--- config.mk ---
export PLATFORM = sky130hd
export DESIGN_NAME = spi_txn_arbiter
export DESIGN_NICKNAME = d
export VERILOG_FILES = /design/src/rtl/spi_txn_arbiter.sv
export SDC_FILE = /design/constraint.sdc
export NUM_CORES = 1
export LEC_CHECK = 0
export CAP_MARGIN = 20
export CELL_PAD_IN_SITES_DETAIL_PLACEMENT = 0
export CELL_PAD_IN_SITES_GLOBAL_PLACEMENT = 1
export CORE_ASPECT_RATIO = 0.5
export CORE_MARGIN = 4
export CORE_UTILIZATION = 28
export CTS_CLUSTER_SIZE = 28
export DETAILED_ROUTE_END_ITERATION = 10
export PLACE_DENSITY_LB_ADDON = 0.3
export SETUP_SLACK_MARGIN = 0.4
export SLEW_MARGIN = 0
export SYNTH_ARGS = -nofsm -noshare
export SYNTH_HDL_FRONTEND = slang
export SYNTH_SLANG_ARGS = --single-unit
--- constraint.sdc ---
create_clock -name clk -period 4.4 [get_ports clk]
set_input_delay 0.88 -clock clk [delete_from_list [all_inputs] [get_ports clk]]
set_output_delay 0.88 -clock clk [all_outputs]
set_load 0.02 [all_outputs]
--- src/rtl/spi_txn_arbiter.sv ---
// Round-robin arbiter that sequences three requesters onto one shared spi_master.
// Each grant runs LOAD, BITS shift cycles, CAPTURE and a done pulse, then GAP idle cycles.
module spi_txn_arbiter #(
  parameter int BITS       = 8,
  parameter int GAP_CYCLES = 1
) (
  input  logic       clk,
  input  logic       rst,
  input  logic [2:0] req,
  input  logic [2:0] tx_en,
  input  logic [2:0] rx_en,
  input  logic [7:0] tx_data0,
  input  logic [7:0] tx_data1,
  input  logic [7:0] tx_data2,
  input  logic [2:0] slave_mode,
  output logic [2:0] gnt,
  output logic [2:0] done,
  output logic [7:0] rx_data0,
  output logic [7:0] rx_data1,
  output logic [7:0] rx_data2,
  output logic       busy,
  output logic       m_load,
  output logic [7:0] m_initial_val,
  output logic       m_send,
  output logic       m_recieve,
  output logic       m_mode,
  output logic [1:0] m_select,
  input  logic [7:0] m_data_out
);

  localparam int CW = $clog2(BITS) + 1;
  localparam int GW = (GAP_CYCLES > 1) ? $clog2(GAP_CYCLES) : 1;
  localparam logic [CW-1:0] CNT_LAST = CW'(BITS - 1);
  localparam logic [CW-1:0] CNT_ONE  = CW'(1);
  localparam logic [GW-1:0] GAP_LAST = GW'((GAP_CYCLES > 0) ? GAP_CYCLES - 1 : 0);
  localparam logic [GW-1:0] GAP_ONE  = GW'(1);

  typedef enum logic [2:0] {
    ST_IDLE    = 3'd0,
    ST_LOAD    = 3'd1,
    ST_SHIFT   = 3'd2,
    ST_CAPTURE = 3'd3,
    ST_DONE    = 3'd4,
    ST_GAP     = 3'd5
  } state_t;

  state_t        state_r;
  logic [1:0]    rr_ptr_r;
  logic [1:0]    id_r;
  logic [CW-1:0] bit_cnt_r;
  logic [GW-1:0] gap_cnt_r;
  logic          send_dir_r;
  logic          recv_dir_r;

  logic          pick_valid_s;
  logic [1:0]    pick_id_s;
  logic [1:0]    idx_s;
  logic [7:0]    pick_data_s;
  logic          pick_mode_s;
  logic          pick_tx_s;
  logic          pick_rx_s;

  function automatic logic [1:0] wrap3(input logic [1:0] p, input logic [1:0] k);
    logic [2:0] s;
    logic [2:0] r;
    s = {1'b0, p} + {1'b0, k};
    r = (s >= 3'd3) ? (s - 3'd3) : s;
    return r[1:0];
  endfunction

  function automatic logic [2:0] onehot3(input logic [1:0] id);
    case (id)
      2'd0:    return 3'b001;
      2'd1:    return 3'b010;
      2'd2:    return 3'b100;
      default: return 3'b000;
    endcase
  endfunction

  // Round-robin pick: scan from the pointer backwards so the closest requester wins last.
  always_comb begin
    pick_valid_s = 1'b0;
    pick_id_s    = 2'd0;
    idx_s        = 2'd0;
    for (int k = 2; k >= 0; k--) begin
      idx_s = wrap3(rr_ptr_r, 2'(k));
      if (req[idx_s]) begin
        pick_valid_s = 1'b1;
        pick_id_s    = idx_s;
      end else begin
        pick_valid_s = pick_valid_s;
      end
    end
  end

  // Per-requester operands of the candidate grant.
  always_comb begin
    pick_data_s = 8'h00;
    pick_mode_s = 1'b0;
    pick_tx_s   = 1'b0;
    pick_rx_s   = 1'b0;
    case (pick_id_s)
      2'd0: begin
        pick_data_s = tx_data0; pick_mode_s = slave_mode[0];
        pick_tx_s   = tx_en[0]; pick_rx_s   = rx_en[0];
      end
      2'd1: begin
        pick_data_s = tx_data1; pick_mode_s = slave_mode[1];
        pick_tx_s   = tx_en[1]; pick_rx_s   = rx_en[1];
      end
      2'd2: begin
        pick_data_s = tx_data2; pick_mode_s = slave_mode[2];
        pick_tx_s   = tx_en[2]; pick_rx_s   = rx_en[2];
      end
      default: begin
        pick_data_s = 8'h00;
      end
    endcase
  end

  // Transaction sequencer with all master-facing and requester-facing outputs registered.
  always_ff @(posedge clk or negedge rst) begin
    if (!rst) begin
      state_r <= ST_IDLE;   rr_ptr_r <= 2'd0;   id_r <= 2'd0;
      bit_cnt_r <= '0;      gap_cnt_r <= '0;
      send_dir_r <= 1'b0;   recv_dir_r <= 1'b0;
      gnt <= 3'b000;        done <= 3'b000;     busy <= 1'b0;
      m_load <= 1'b0;       m_send <= 1'b0;     m_recieve <= 1'b0;
      m_mode <= 1'b0;       m_select <= 2'd0;   m_initial_val <= 8'h00;
      rx_data0 <= 8'h00;    rx_data1 <= 8'h00;  rx_data2 <= 8'h00;
    end else begin
      case (state_r)
        ST_IDLE: begin
          done <= 3'b000;
          if (pick_valid_s) begin
            id_r          <= pick_id_s;
            rr_ptr_r      <= wrap3(pick_id_s, 2'd1);
            // A request with no direction selected runs full duplex.
            if (!pick_tx_s && !pick_rx_s) begin
              send_dir_r <= 1'b1;
              recv_dir_r <= 1'b1;
            end else begin
              send_dir_r <= pick_tx_s;
              recv_dir_r <= pick_rx_s;
            end
            state_r       <= ST_LOAD;
            busy          <= 1'b1;
            m_load        <= 1'b1;
            m_initial_val <= pick_data_s;
            m_select      <= pick_id_s + 2'd1;
            m_mode        <= pick_mode_s;
            gnt           <= onehot3(pick_id_s);
          end else begin
            busy     <= 1'b0;
            gnt      <= 3'b000;
            m_load   <= 1'b0;
            m_select <= 2'd0;
            m_mode   <= 1'b0;
          end
        end
        ST_LOAD: begin
          m_load    <= 1'b0;
          m_send    <= send_dir_r;
          m_recieve <= recv_dir_r;
          bit_cnt_r <= '0;
          state_r   <= ST_SHIFT;
        end
        ST_SHIFT: begin
          bit_cnt_r <= bit_cnt_r + CNT_ONE;
          if (bit_cnt_r == CNT_LAST) begin
            m_send    <= 1'b0;
            m_recieve <= 1'b0;
            state_r   <= ST_CAPTURE;
          end else begin
            state_r   <= ST_SHIFT;
          end
        end
        ST_CAPTURE: begin
          case (id_r)
            2'd0:    rx_data0 <= m_data_out;
            2'd1:    rx_data1 <= m_data_out;
            2'd2:    rx_data2 <= m_data_out;
            default: rx_data0 <= rx_data0;
          endcase
          done     <= onehot3(id_r);
          m_select <= 2'd0;
          m_mode   <= 1'b0;
          state_r  <= ST_DONE;
        end
        ST_DONE: begin
          done <= 3'b000;
          gnt  <= 3'b000;
          if (GAP_CYCLES > 0) begin
            gap_cnt_r <= '0;
            state_r   <= ST_GAP;
          end else begin
            busy    <= 1'b0;
            state_r <= ST_IDLE;
          end
        end
        ST_GAP: begin
          if (gap_cnt_r == GAP_LAST) begin
            busy    <= 1'b0;
            state_r <= ST_IDLE;
          end else begin
            gap_cnt_r <= gap_cnt_r + GAP_ONE;
          end
        end
        default: begin
          state_r <= ST_IDLE;
          gnt <= 3'b000;  done <= 3'b000;  busy <= 1'b0;
          m_load <= 1'b0; m_send <= 1'b0;  m_recieve <= 1'b0;
          m_select <= 2'd0;
        end
      endcase
    end
  end

endmodule

# After elaboration in Yosys (flattened, before gate mapping)
# Index checks and enable logic that the tools add are counted.
# word_totals
ff_bits	59
in_bits	46
output_inout_bits	45
elab_cells	118
# classes
add_sub_neg	10
magnitude_cmp	7
n_eq_ne	13
muxes	45
n_bitwise	2
n_reduce_logical	22
# op_table
cell	n
8-bit case mux with 3 select lines	1
4-bit OR reduction	5
1-bit case mux with 3 select lines	6
3-bit case mux with 3 select lines	2
3-bit case mux with 6 select lines	1
2-bit two-way mux	8
1-bit two-way mux	14
2-bit AND reduction	7
3-bit case mux with 2 select lines	2
3-bit by 2-bit >= comparator with 1-bit output, second input constant	3
2-bit by 3-bit < comparator with 1-bit output, second input constant	3
3-bit two-way mux	3
4-bit case mux with 2 select lines	1
2-bit subtractor, second input constant	4
2-bit by 1-bit adder with 3-bit output, second input constant	2
1-bit binary-select mux with 2-bit select	3
3-bit by 2-bit == test with 1-bit output, second input constant	2
3-bit == test, second input constant	2
2-bit != test, second input constant	3
1-bit case mux with 2 select lines	3
2-bit nonzero test	3
4-bit by 1-bit adder with 4-bit output, second input constant	1
2-bit by 1-bit == test with 1-bit output, second input constant	2
2-bit == test, second input constant	2
other kinds (13)	16

# Depth between registers and ports, before layout
# Gate-level depths: netlist of run 1.
# depth
ltp_word	13
mapped_depth	12
mapped_depth_nobuf	11

# Least setup slack after synthesis of run 1
# Ideal clock, no wire load.
# synth_timing
path_kind	input-to-reg
startpoint	input port req[1]
endpoint	register send_dir_r
setup_time_ns	0.125
arrival_ns	2.765
required_time_ns	4.275
setup_slack_ns	1.511
cell_stages	8
n_path_buf	0
path_cell_list	nor2b_1 > o211ai_1 > o221ai_1 > inv_1 > ha_1 > a222oi_1 > or3b_2 > mux2_2
# synth_via
elab_chain_len	10
elab_cells_between_ends	22
cone_classes	eq/ne (2); mux (15); reduce/logical (5)
# synth_rtl
element	line	source
from (decl)	9	input logic [2:0] req,
1-bit binary-select mux with 2-bit select	87	if (req[idx_s]) begin
1-bit two-way mux (not written as such)	87	
2-bit two-way mux (2 in a row)	87	
2-bit two-way mux *	87	
named net pick_id_s[1]	56	logic [1:0] pick_id_s;
2-bit == test, or another cell as far along	102	case (pick_id_s)
1-bit case mux with 3 select lines	102	
1-bit logical NOT	139	if (!pick_tx_s && !pick_rx_s) begin
1-bit logical AND	139	
1-bit two-way mux *	139	
to (signal assigned)	143	send_dir_r <= pick_tx_s;
to (decl)	52	logic send_dir_r;
# The timed path passes the listed nets; every way through them passes the cells marked *. The select of a mux whose other input is x is not followed.
# A chain may end at the register's enable or synchronous reset.

# Worst setup path in the final report of run 1
# Same ends and word-level chain as after synthesis.

==> results of run 1 <==
==> routing by layer <==
layer,global-route usage (%),share of wire (%),vias up
met5,0,0,-
met4,3.77,0.70,0
met3,4.36,5.3,5
met2,21.3,50,61
met1,15.4,44,1091
li1,-,-,1059
==> cell usage after synthesis, types with 2 or more instances <==
cell	count
nor3_4	2
nor2b_1	2
inv_1	11
xnor2_1	2
nor2_1	15
clkbuf_1	4
ha_1	9
nor3_1	3
nand2b_1	2
o21a_1	2
mux2_4	12
dfrtp_1	58
buf_6	4
o21ai_0	16
a21oi_1	7
a222oi_1	11
nand2_1	17
mux2_2	27
o31a_1	2
a21o_1	2
a22o_1	2
o31ai_1	2
==> metrics by stage <==
stage	hold slack, ns	util [%]	cells
after global routing	0.514	43.4	469
final	0.470	43.4	469
after global placement	0.466	39.8	453
after CTS	0.477	43.4	469
after detailed placement	0.463	39.8	453
after floorplan	0.468	-	238
==> power by group through the flow <==
stage,Sequential [mW],Combinational (mW),Clock (mW)
final,1.01,1.77,0.807
after global routing,1.05,1.92,0.858
after CTS,1.01,1.80,0.828
after detailed placement,1.02,1.79,0
after global placement,1.01,1.76,0
after floorplan,1.17,1.04,0
==> critical path, delay by kind of cell <==
kind / cells / cell delay (ns)
compound gates: 3 / 0.87
mux: 1 / 0.27
simple gates: 2 / 0.68
fa+ha+maj: 1 / 0.20
buf+inv: 3 / 0.82
==> cells by family after synthesis <==
kind of cell | Yosys count | synth area share (%)
DFF | 58 | 49.8
buffers and inverters | 24 | 4.89
adders and majority gates | 9 | 3.86
AOI/OAI and AO/OA | 54 | 13.8
muxes | 40 | 17.0
xor gates and xnor gates | 3 | 0.902
and+or+nand+nor | 50 | 9.79
==> sequential cells by signal, summed over array words and instances, names as in the netlist, 3 cells and up <==
signal,flops
m_initial_val,8
rx_data0,8
rx_data1,8
rx_data2,8
bit_cnt_r,4
done,3
gnt,3
state_r,3
==> final cells by class <==
class / count / area [um2]
multi-input combinational: 156 / 1320
timing repair buffer: 92 / 911
clock buffer: 9 / 225
inverter: 12 / 45.0
sequential: 58 / 1450
fill: 899 / 5540
tap: 135 / 169
clock inverter: 7 / 125
==> path summary, 6_finish.rpt <==
kind,startpoint,to,slack (ns),cells after the start
worst max-delay path,req[1],send_dir_r,0.87,10
worst min-delay path,m_load,m_load,0.47,2
worst max register to register,rr_ptr_r[0],send_dir_r,1.05,11
worst min register to register,m_load,m_load,0.47,2
max in group asynchronous,rst,m_initial_val[3],2.98,2
min in group asynchronous,rst,state_r[0],0.56,1
==> impl_metrics.yaml, run 1 <==
logic_synthesis:
  yosysSeqAreaShare_pct: 49.8
  ys_warn_count: 0
  synth_enable_flop_cells: 0
  synth_cell_types: 48
  synth_seq_cells: 58
  synthCells: 238
  synth.top_cell.area_share_pct: 49.8
  syn_area_per_cell_um2: 12.2
  synth_area_um2: 2910
  ys.flop_type: "dfrtp_1"
  async_flop_share_pct: 100
  yosys.area.top_type: "dfrtp_1"
  synth_fp_nets: 293
  synth_area_leaders: "dfrtp_1, mux2_2, mux2_4"
power:
  p_int_mw: 2.26
  switching_share_pct: 36.8
  power_density_nw_per_um2: 844
  leakage_nw: 1.83
  power_frac_comb_pct: 49.4
  power_switching_mw: 1.32
  max-vdd-ir-drop_uv: 207
  seq_power_share_pct: 28.1
  p_total_mw: 3.58
  p_clk_share_pct: 22.5
global_route:
  grt_usage_pct: 12.6
  grt_pass1_vias: 2360
  grt_pass1_wl_mm: 12.2
  overflow: 0
  antenna_found_initial: 0
  grt_start_max_net_pins: 36
sta:
  fin_skew_ns: 0.00505
  relSlewSlack_pct: 44.9
  rsz0062_at_grt: "false"
  period_needed_ns: 3.53
  report.final.slew_viol_count: 0
  worst_slew_pin_slew_ns: 0.827
  tns_ns: 0
  worst_slack_ns: 0.868
  post-route-period-util_pct: 80.3
  finalSetupViolCount: 0
  fmax_mhz: 283
  hold_viol: 0
routing:
  postRouteAntennaNets: 0
  dr.first_iter.drc_count: 127
  routed_wl_mm: 7.44
  drc: 0
  routedWlPerCell_um: 15.9
  dr.pass1.iters: 5
  num_vias: 2216
  via_per_inst: 4.72
floorplan:
  die_h_um: 80.1
  ioPinCount: 91
  die_area_um2: 12200
  coreArea_um2: 9790
  row_count: 25
  die_w_um: 152
  initial_core_util_pct: 29.8
placement:
  place_area_um2: 3900
  dp_hpwl_mm: 5.58
  port_buffers: 90
  place.gp.congestion: 0.862
  pre_cts_ws_ns: 0.574
cts:
  clock_tree.root_cell: "clkbuf_16"
  cts_buffers: 9
  ctsHtreeMaxLevel: 3
  post-cts-setup-buffers: 0
  path_clk_slew_ns: 0.05
  cts_buffer_depth: 2
  tritoncts: "built"
  clk_latency_ns: 0.32
  cts_hold_buffers: 0
  cts_num_sinks: 58
  cts_resized: 0
job:
  cap_violations: 0
outcome:
  run_status: "finished clean"
critical_path:
  worst_setup_path_end_kind: "flop"
  cp_cell_sequence: "clkdlybuf4s50_1 -> nor2b_1 -> o211ai_1 -> o221ai_1 -> inv_1 -> ha_1 -> buf_4 -> a222oi_1 -> or3b_2 -> mux2_2"
  critPathLaunchType: "primary input"
  cpPeakStageDelay_ns: 0.50
  critPathMaxFanout: 12
  required_ns: 4.60
  path_class: "in2reg"
  cp.arrival_ns: 3.73
  critPathSlowestCell: "clkdlybuf4s50_1"
finish:
  final_common_cell: "clkdlybuf4s50_1"
  layout-drive-gt1-share_pct: 19.8
  mostFrequentLayoutCells: "clkdlybuf4s50_1, dfrtp_1, mux2_2"
  finish.instance_area_um2: 4250
  synthToLayoutAreaGrowth_pct: 45.7
  final_nets: 384
  n_antenna_cell: 0
hold_path:
  hp-class: "reg2reg"
Note: power is estimated with default switching activity, not from simulation.
==> run 2: changes to the inputs <==
==> constraint.sdc (replaced) <==
create_clock -name clk -period 3.5 [get_ports clk]
set_input_delay 0.7 -clock clk [delete_from_list [all_inputs] [get_ports clk]]
set_output_delay 0.7 -clock clk [all_outputs]
set_load 0.02 [all_outputs]
==> run 2 against run 1 <==
  * Final cell count up 1.5%
  * Via count up 0.90%
  * Largest cell class unchanged
  * Largest power group unchanged
  * Critical path type unchanged
  * Die area unchanged
  * Wire length up 2.6%
  * First-iteration DRC count up 13%
  * Flip-flop and latch count unchanged
  * Clock skew up 0.0018 ns
  * Non-clock buffer count up 7
  * Highest routed layer unchanged
  * Sequential power up 26%
  * Setup slack worse by 0.29 ns
  * Register-to-register slack worse by 0.43 ns
  * Utilization up 0.61 points
==> impl_metrics.yaml, run 2 (same netlist as run 1, synthesis figures left out) <==
cts:
  clock_tree.root_cell: "clkbuf_16"
  cts_buffer_depth: 2
  ctsHtreeMaxLevel: 3
  cts_hold_buffers: 0
  cts_num_sinks: 58
  path_clk_slew_ns: 0.06
  cts_buffers: 9
  clk_latency_ns: 0.32
  tritoncts: "built"
critical_path:
  critPathLaunchType: "primary input"
  path_class: "in2reg"
  cp.arrival_ns: 3.13
  r2r_slack_ns: 0.62
  worst_setup_path_end_kind: "flop"
  critPathMaxFanout: 5
  required_ns: 3.71
sta:
  tns_ns: 0
  fmax_mhz: 342
  finalSetupViolCount: 0
  relSlewSlack_pct: 59.0
  fin_skew_ns: 0.00682
  post-route-period-util_pct: 83.4
  hold_viol: 0
  report.final.slew_viol_count: 0
  worst_slew_pin_slew_ns: 0.615
  rsz0062_at_grt: "false"
  period_needed_ns: 2.92
routing:
  top_layer_used: "met4"
  via_per_inst: 4.70
  wl_met1_mm: 3.31
  routed_wl_mm: 7.63
  dr.first_iter.drc_count: 144
  dr.pass1.iters: 4
  postRouteAntennaNets: 0
  routedWlPerCell_um: 16.0
  num_vias: 2236
  wl_met2_mm: 3.83
  drc: 0
  met3RoutedLength_um: 441
job:
  cap_violations: 0
global_route:
  grt_pass1_vias: 2404
  grt_pass1_wl_mm: 12.4
  overflow: 0
  grt_usage_pct: 12.8
  antenna_found_initial: 0
  grt_start_max_net_pins: 23
outcome:
  run_status: "finished clean"
floorplan:
  die_h_um: 80.1
  die_w_um: 152
  row_count: 25
  ioPinCount: 91
  initial_core_util_pct: 29.8
  coreArea_um2: 9790
  die_area_um2: 12200
power:
  max-vdd-ir-drop_uv: 286
  leakage_nw: 1.86
  power_density_nw_per_um2: 1050
placement:
  dp_hpwl_mm: 5.82
  place.gp.congestion: 0.788
  port_buffers: 90
finish:
  synthToLayoutAreaGrowth_pct: 47.8
  postLayoutCoreUtil_pct: 44.0
  mostFrequentLayoutCells: "clkdlybuf4s50_1, dfrtp_1, mux2_2"
  final_common_cell: "clkdlybuf4s50_1"
  layout-drive-gt1-share_pct: 22.3
  n_antenna_cell: 0
  final_nets: 391
hold_path:
  hp-class: "in2async"
==> run 2: cell count changes in the layout (fill, tap and decap cells not counted), sizes merged <==
cell,change
buf,+7
bufinv,-1
clkbuf,+1
clkdlybuf4s50,-1
clkinvlp,+1
dlymetal6s2s,+1
inv,-1
==> run 2: what timing repair did <==
| item | 4_1_cts | 5_1_grt |
|---|---|---|
| gates resized for setup | 0 | 7 |
| buffers inserted | 0 | 1 |
| endpoints found under the hold margin | 0 | 0 |
| endpoints found under the setup margin | 0 | 2 |
==> run 2: worst paths after layout <==
kind	start	endpoint	cells after the start
worst max-delay path	req[0]	send_dir_r	9
worst min-delay path	rst	rx_data2[7]	1
max in group asynchronous	rst	rx_data2[4]	2
worst max register to register	rr_ptr_r[0]	send_dir_r	10
min in group clk	m_load	m_load	2
worst min register to register	m_load	m_load	2
==> run 2: metal layers <==
metal  vias up  track usage (%)
met2        61             21.5
met4         0             3.50
li1       1066                -
met5         -                0
met3         4             4.84
met1      1105             15.7
==> run 2: critical path, stage by stage <==
cell and delay (ns):
clkdlybuf4s50_1 0.44, a21boi_0 0.16, o21ai_1 0.15, o211a_1 0.24, inv_1 0.08, ha_1 0.21, a222oi_1 0.40, or3b_2 0.47
mux2_2 0.27
==> run 2: final cells by class <==
cell class              count  area, um2
fillers                   901       5480
repair buffers             99        966
flip-flops and latches     58       1450
well taps                 135        169
clock inverters             6       90.1
multi-input cells         156       1350
clock buffers              10        239
inverters                  12       45.0
==> run 2: report_power, final <==
group	internal, mW	switching [mW]
combinational	1.21	1.09
sequential	0.989	0.281
clock	0.642	0.302
==> run 2: stage by stage <==
step	total power, mW	area [um2]	setup slack, ns	hold slack [ns]	instances
floorplan	2.78	2910	0.671	0.404	238
global placement	3.51	3940	0.280	0.468	459
detailed placement	3.57	3940	0.142	0.470	459
CTS	4.54	4270	0.469	0.359	475
global route	4.83	4310	0.411	0.378	476
finish	4.52	4310	0.580	0.355	476
==> run 3: changes to the inputs <==
==> constraint.sdc (replaced) <==
create_clock -name clk -period 2.8 [get_ports clk]
set_input_delay 0.56 -clock clk [delete_from_list [all_inputs] [get_ports clk]]
set_output_delay 0.56 -clock clk [all_outputs]
set_load 0.02 [all_outputs]
==> run 3 against run 2 <==
  * Via count is 5.1% higher
  * Non-clock buffer count is 18 higher
  * Sequential share of layout area is 1.6 points lower
  * Critical path depth is 1 higher
  * Flip-flop and latch count stayed put
  * Largest power group unchanged
  * Highest routed layer unchanged
==> impl_metrics.yaml, run 3 (same netlist as run 1, synthesis figures left out) <==
outcome:
  run_status: "finished clean"
routing:
  dr.pass1.iters: 5
  routedWlPerCell_um: 15.4
  via_per_inst: 4.76
  num_vias: 2349
  drc: 0
  routed_wl_mm: 7.60
  postRouteAntennaNets: 0
  dr.first_iter.drc_count: 142
sta:
  post-route-period-util_pct: 95.5
  hold_viol: 0
  fmax_mhz: 374
  worst_slew_pin_slew_ns: 0.630
  period_needed_ns: 2.67
  fin_skew_ns: 0.00251
  finalSetupViolCount: 0
  relSlewSlack_pct: 58.0
  rsz0062_at_grt: "true"
  report.final.slew_viol_count: 0
finish:
  synthToLayoutAreaGrowth_pct: 55.3
  n_antenna_cell: 0
  mostFrequentLayoutCells: "clkdlybuf4s50_1, dfrtp_1, mux2_2"
  layout.cells.non_filler: 494
  final_nets: 409
  final_common_cell: "clkdlybuf4s50_1"
  finish.instance_area_um2: 4530
  fillers: 895
  postLayoutCoreUtil_pct: 46.2
  layout-drive-gt1-share_pct: 28.7
placement:
  port_buffers: 90
  place.gp.congestion: 0.799
  place_area_um2: 4010
  dp_hpwl_mm: 5.57
  dp.cells: 464
power:
  p_total_mw: 5.96
  max-vdd-ir-drop_uv: 465
  seq_power_share_pct: 26.5
  power_switching_mw: 2.16
  power_density_nw_per_um2: 1320
  p_int_mw: 3.80
  p_clk_share_pct: 19.4
  leakage_nw: 1.95
  power_frac_comb_pct: 54.0
  switching_share_pct: 36.2
global_route:
  grt-busiest-layer: "met2"
  grt_pass1_vias: 2387
  antenna_found_initial: 0
  grt_usage_pct: 12.8
  grtUsageMet2_pct: 21.4
  grt_start_max_net_pins: 46
  use_met1_pct: 15.3
  grt_pass1_wl_mm: 12.3
  met3_usage_pct: 4.90
  overflow: 0
hold_path:
  hp-class: "in2async"
cts:
  clk_latency_ns: 0.32
  cts_num_sinks: 58
  cts_buffers: 9
  tritoncts: "built"
  ctsHtreeMaxLevel: 3
  path_clk_slew_ns: 0.05
  clock_tree.root_cell: "clkbuf_16"
  cts_buffer_depth: 2
floorplan:
  coreArea_um2: 9790
  ioPinCount: 91
  initial_core_util_pct: 29.8
  die_w_um: 152
  die_area_um2: 12200
  die_h_um: 80.1
  row_count: 25
critical_path:
  cp_cell_sequence: "ha_4 -> buf_4 -> nor2_1 -> o21ai_1 -> o211a_1 -> inv_2 -> ha_2 -> a222oi_1 -> or3b_4 -> mux2_2"
  critPathBufInv: 2
  critPathMaxFanout: 5
  required_ns: 3.00
  cpPeakStageDelay_ns: 0.44
  crit_family: "compound AO/OA/AOI/OAI gates"
  worst_setup_path_end_kind: "flop"
  cp.arrival_ns: 2.88
  critPathSlowestCell: "dfrtp_2"
  path_class: "reg2reg"
  critPathLaunchType: "flop"
job:
  cap_violations: 0
==> run 3: cell types whose count changed in the layout (fill, tap and decap cells not counted), moves of 2 or more <==
cell / change
buf_4: +12
ha_1: -5
buf_6: +3
ha_4: +3
inv_1: -3
inv_2: +3
buf_12: +2
clkinv_4: -2
ha_2: +2
==> run 3: what timing repair did <==
item	in CTS	in global routing
pin swaps	15	12
gates resized for setup	7	14
endpoints found under the setup margin	11	11
hold buffers	0	0
buffers inserted	4	9
==> run 3: final timing paths <==
path	from	endpoint	depth (start not counted)	slack (ns)
max	rr_ptr_r[1]	send_dir_r	10	0.13
min	rst	rr_ptr_r[0]	1	0.07
max reg2reg	rr_ptr_r[1]	send_dir_r	10	0.13
min reg2reg	gnt[1]	gnt[1]	2	0.47
max in group asynchronous	rst	done[1]	3	2.09
min in group clk	gnt[1]	gnt[1]	2	0.47
==> run 3: power by group through the flow <==
stage	clock [mW]	combinational, mW	sequential (mW)
floorplan	0	1.67	1.83
global placement	0	2.93	1.57
detailed placement	0	2.99	1.59
CTS	1.20	3.09	1.58
global route	1.23	3.48	1.65
finish	1.16	3.22	1.58
==> run 3: metrics by stage <==
stage | TNS, ns | hold WS, ns | setup WS [ns]
floorplan | 0 | 0.264 | 0.128
detailed placement | -1.95 | 0.467 | -0.300
global placement | -1.17 | 0.458 | -0.198
global route | 0 | 0.0679 | 0.0114
finish | 0 | 0.0741 | 0.127
CTS | 0 | 0.445 | 0.142
==> run 3: layout make-up <==
cell class / instances / area (um2) / area share, %
clock buffers: 11 / 243 / 5.36
clock inverters: 5 / 77.6 / 1.71
inverters: 12 / 45.0 / 0.995
multi-input cells: 156 / 1400 / 30.9
flip-flops and latches: 58 / 1450 / 32.1
well taps: 135 / 169 / 3.73
repair buffers: 117 / 1140 / 25.2
==> run 3: layer usage <==
| metal | wire length, um | part of all wire (%) | vias to the layer above |
|---|---|---|---|
| met4 | 76 | 1.0 | 0 |
| li1 | - | - | 1107 |
| met1 | 3260 | 43 | 1167 |
| met3 | 394 | 5.2 | 8 |
| met2 | 3870 | 51 | 67 |
| met5 | 0 | 0 | - |
==> edit (flow settings as in run 2) <==
Reset style: synchronous (`rst`), changed in one clocked block.
--- a/src/rtl/spi_txn_arbiter.sv
+++ b/src/rtl/spi_txn_arbiter.sv
@@ -119,7 +119,7 @@
   end
 
   // Transaction sequencer with all master-facing and requester-facing outputs registered.
-  always_ff @(posedge clk or negedge rst) begin
+  always_ff @(posedge clk) begin
     if (!rst) begin
       state_r <= ST_IDLE;   rr_ptr_r <= 2'd0;   id_r <= 2'd0;
       bit_cnt_r <= '0;      gap_cnt_r <= '0;
Check against the original RTL: differs if rst is asserted again (counterexample within 4 cycles, from zero or initial values and one cycle with rst low); with rst held inactive, the same outputs for 10 cycles.
==> edit against run 2 <==
Sequential power down 26%. Maximum frequency down 1.8%. Sequential cell count stayed put. Combinational power decreased by 49%. Critical path depth unchanged. Count of clock-buffer cells in the layout up 1. Critical path type unchanged. Utilization fell by 1.4 points. Highest routed layer unchanged. Area after synthesis fell by 5.5%. Wire length grew 4.1%. Power fell by 35%. Setup slack worse by 0.053 ns. Final area shrank 6.0%. Die area fell by 5.0%. Clock skew increased by 0.00063 ns.
==> edit: results (changes against run 2) <==
Run status
  – Status: finished, final reports clean (unchanged)

Setup path
  – Reg2reg end: send_dir_r$_SDFFE_PN0P_ (was send_dir_r$_DFFE_PN0P_)
  – Slowest stage cell, crit path: clkdlybuf4s50_1 (was or3b_2)
  – Worst setup path startpoint: req[1] (was req[0])
  – RR Startpoint: rr_ptr_r[0]$_SDFFE_PN0P_ (was rr_ptr_r[0]$_DFFE_PN0P_)
  – CP arrival: 3.18 ns (was 3.13 ns)
  – CP peak stage delay: 0.51 ns (was 0.47 ns)
  – Critical Path Fanout Max: 7 (was 5)
  – Largest delay contributor family on the critical path: simple AND/OR/NAND/NOR gates (was compound AO/OA/AOI/OAI gates)

STA
  – Slew @ Worst Pin: 0.730 ns (was 0.615 ns)
  – Period utilization: 0.849 (was 0.834)
  – Setup Skew: 0.00745 ns (was 0.00682 ns)

GRT
  – Global-route wire length before repair: 13.0 mm (was 12.4 mm)
  – Vias in the first global route: 2555 (was 2404)
  – GRT Overall Usage: 0.139 (was 0.128)

Routing
  – DR vias/cell: 4.80 (was 4.70)
  – DR pass1 iterations: 5 (was 4)

Power and ir drop
  – P_leak: 1.60 nW (was 1.86 nW)
  – Sw Pwr: 0.00110 W (was 0.00168 W)
  – Max IR drop VDD: 258 µV (was 286 µV)

Cells and area
  – Layout cell share with drive strength beyond 1: 0.0771 (was 0.223)

Yosys
  – Avg Synthesized Cell Area: 8.77 µm² (was 12.2 µm²)
  – Synth area leaders: dfxtp_1, mux2i_1, nor2_1, a222oi_1, nand2_1 (was dfrtp_1, mux2_2, mux2_4, ha_1, a222oi_1)
  – Ys async rst share: 0 (was 1.00)
  – Ys flop type: dfxtp_1 (was dfrtp_1)
  – Sequential element share of the synthesized area: 0.421 (was 0.498)
  – Syn Nets: 368 (was 293)
  – Netlist cell types: 54 (was 48)

Placed design
  – GP Congestion: 0.757 (was 0.788)
  – Detailed placer's ending HPWL: 5.72 mm (was 5.82 mm)
  – Placed Area: 0.00376 mm² (was 0.00394 mm²)
[edit: metal layers]
layer / global-route usage / vias to the layer above / share of wire
met4: 0.0332 / 0 / 0.0020
li1: - / 1289 / -
met3: 0.0600 / 2 / 0.083
met1: 0.182 / 1198 / 0.49
met2: 0.211 / 86 / 0.42
met5: 0 / - / 0
[edit: kinds of logic (layout without fill, tap and decap cells)]
kind of cell / Yosys count / count (layout) / share of synthesized area
AO/OA/AOI/OAI: 68 / 68 / 0.177
XOR/XNOR: 1 / 1 / 0.00318
adder cells (fa/ha/maj): 9 / 9 / 0.0400
buffers and inverters: 36 / 124 / 0.0613
flip-flops: 58 / 58 / 0.421
multiplexers: 27 / 27 / 0.0981
AND/OR/NAND/NOR: 115 / 115 / 0.199
[edit: layout make-up]
class                   count  area (µm²)
fillers                   970        5460
multi-input cells         220        1430
flip-flops and latches     58        1160
repair buffers             98         961
clock buffers              11         253
well taps                 135         169
clock inverters             5        38.8
inverters                  10        37.5
[edit: power groups by stage]
stage | registers (W) | logic (W) | clock network [W]
detailed placement | 0.000954 | 0.00118 | 0
global route | 0.000967 | 0.00128 | 0.000892
finish | 0.000942 | 0.00117 | 0.000830
CTS | 0.000941 | 0.00118 | 0.000851
floorplan | 0.000996 | 0.000753 | 0
global placement | 0.000952 | 0.00116 | 0
[edit: worst reg2reg max path: stages, from the launching register on]
cell and delay (ns):
dfxtp_1 0.35, inv_1 0.06, ha_1 0.40, nor4b_1 0.30, o31a_1 0.28, inv_1 0.11
ha_1 0.22, a222oi_1 0.36, or3b_2 0.48, nand4_1 0.11, o21ai_1 0.08
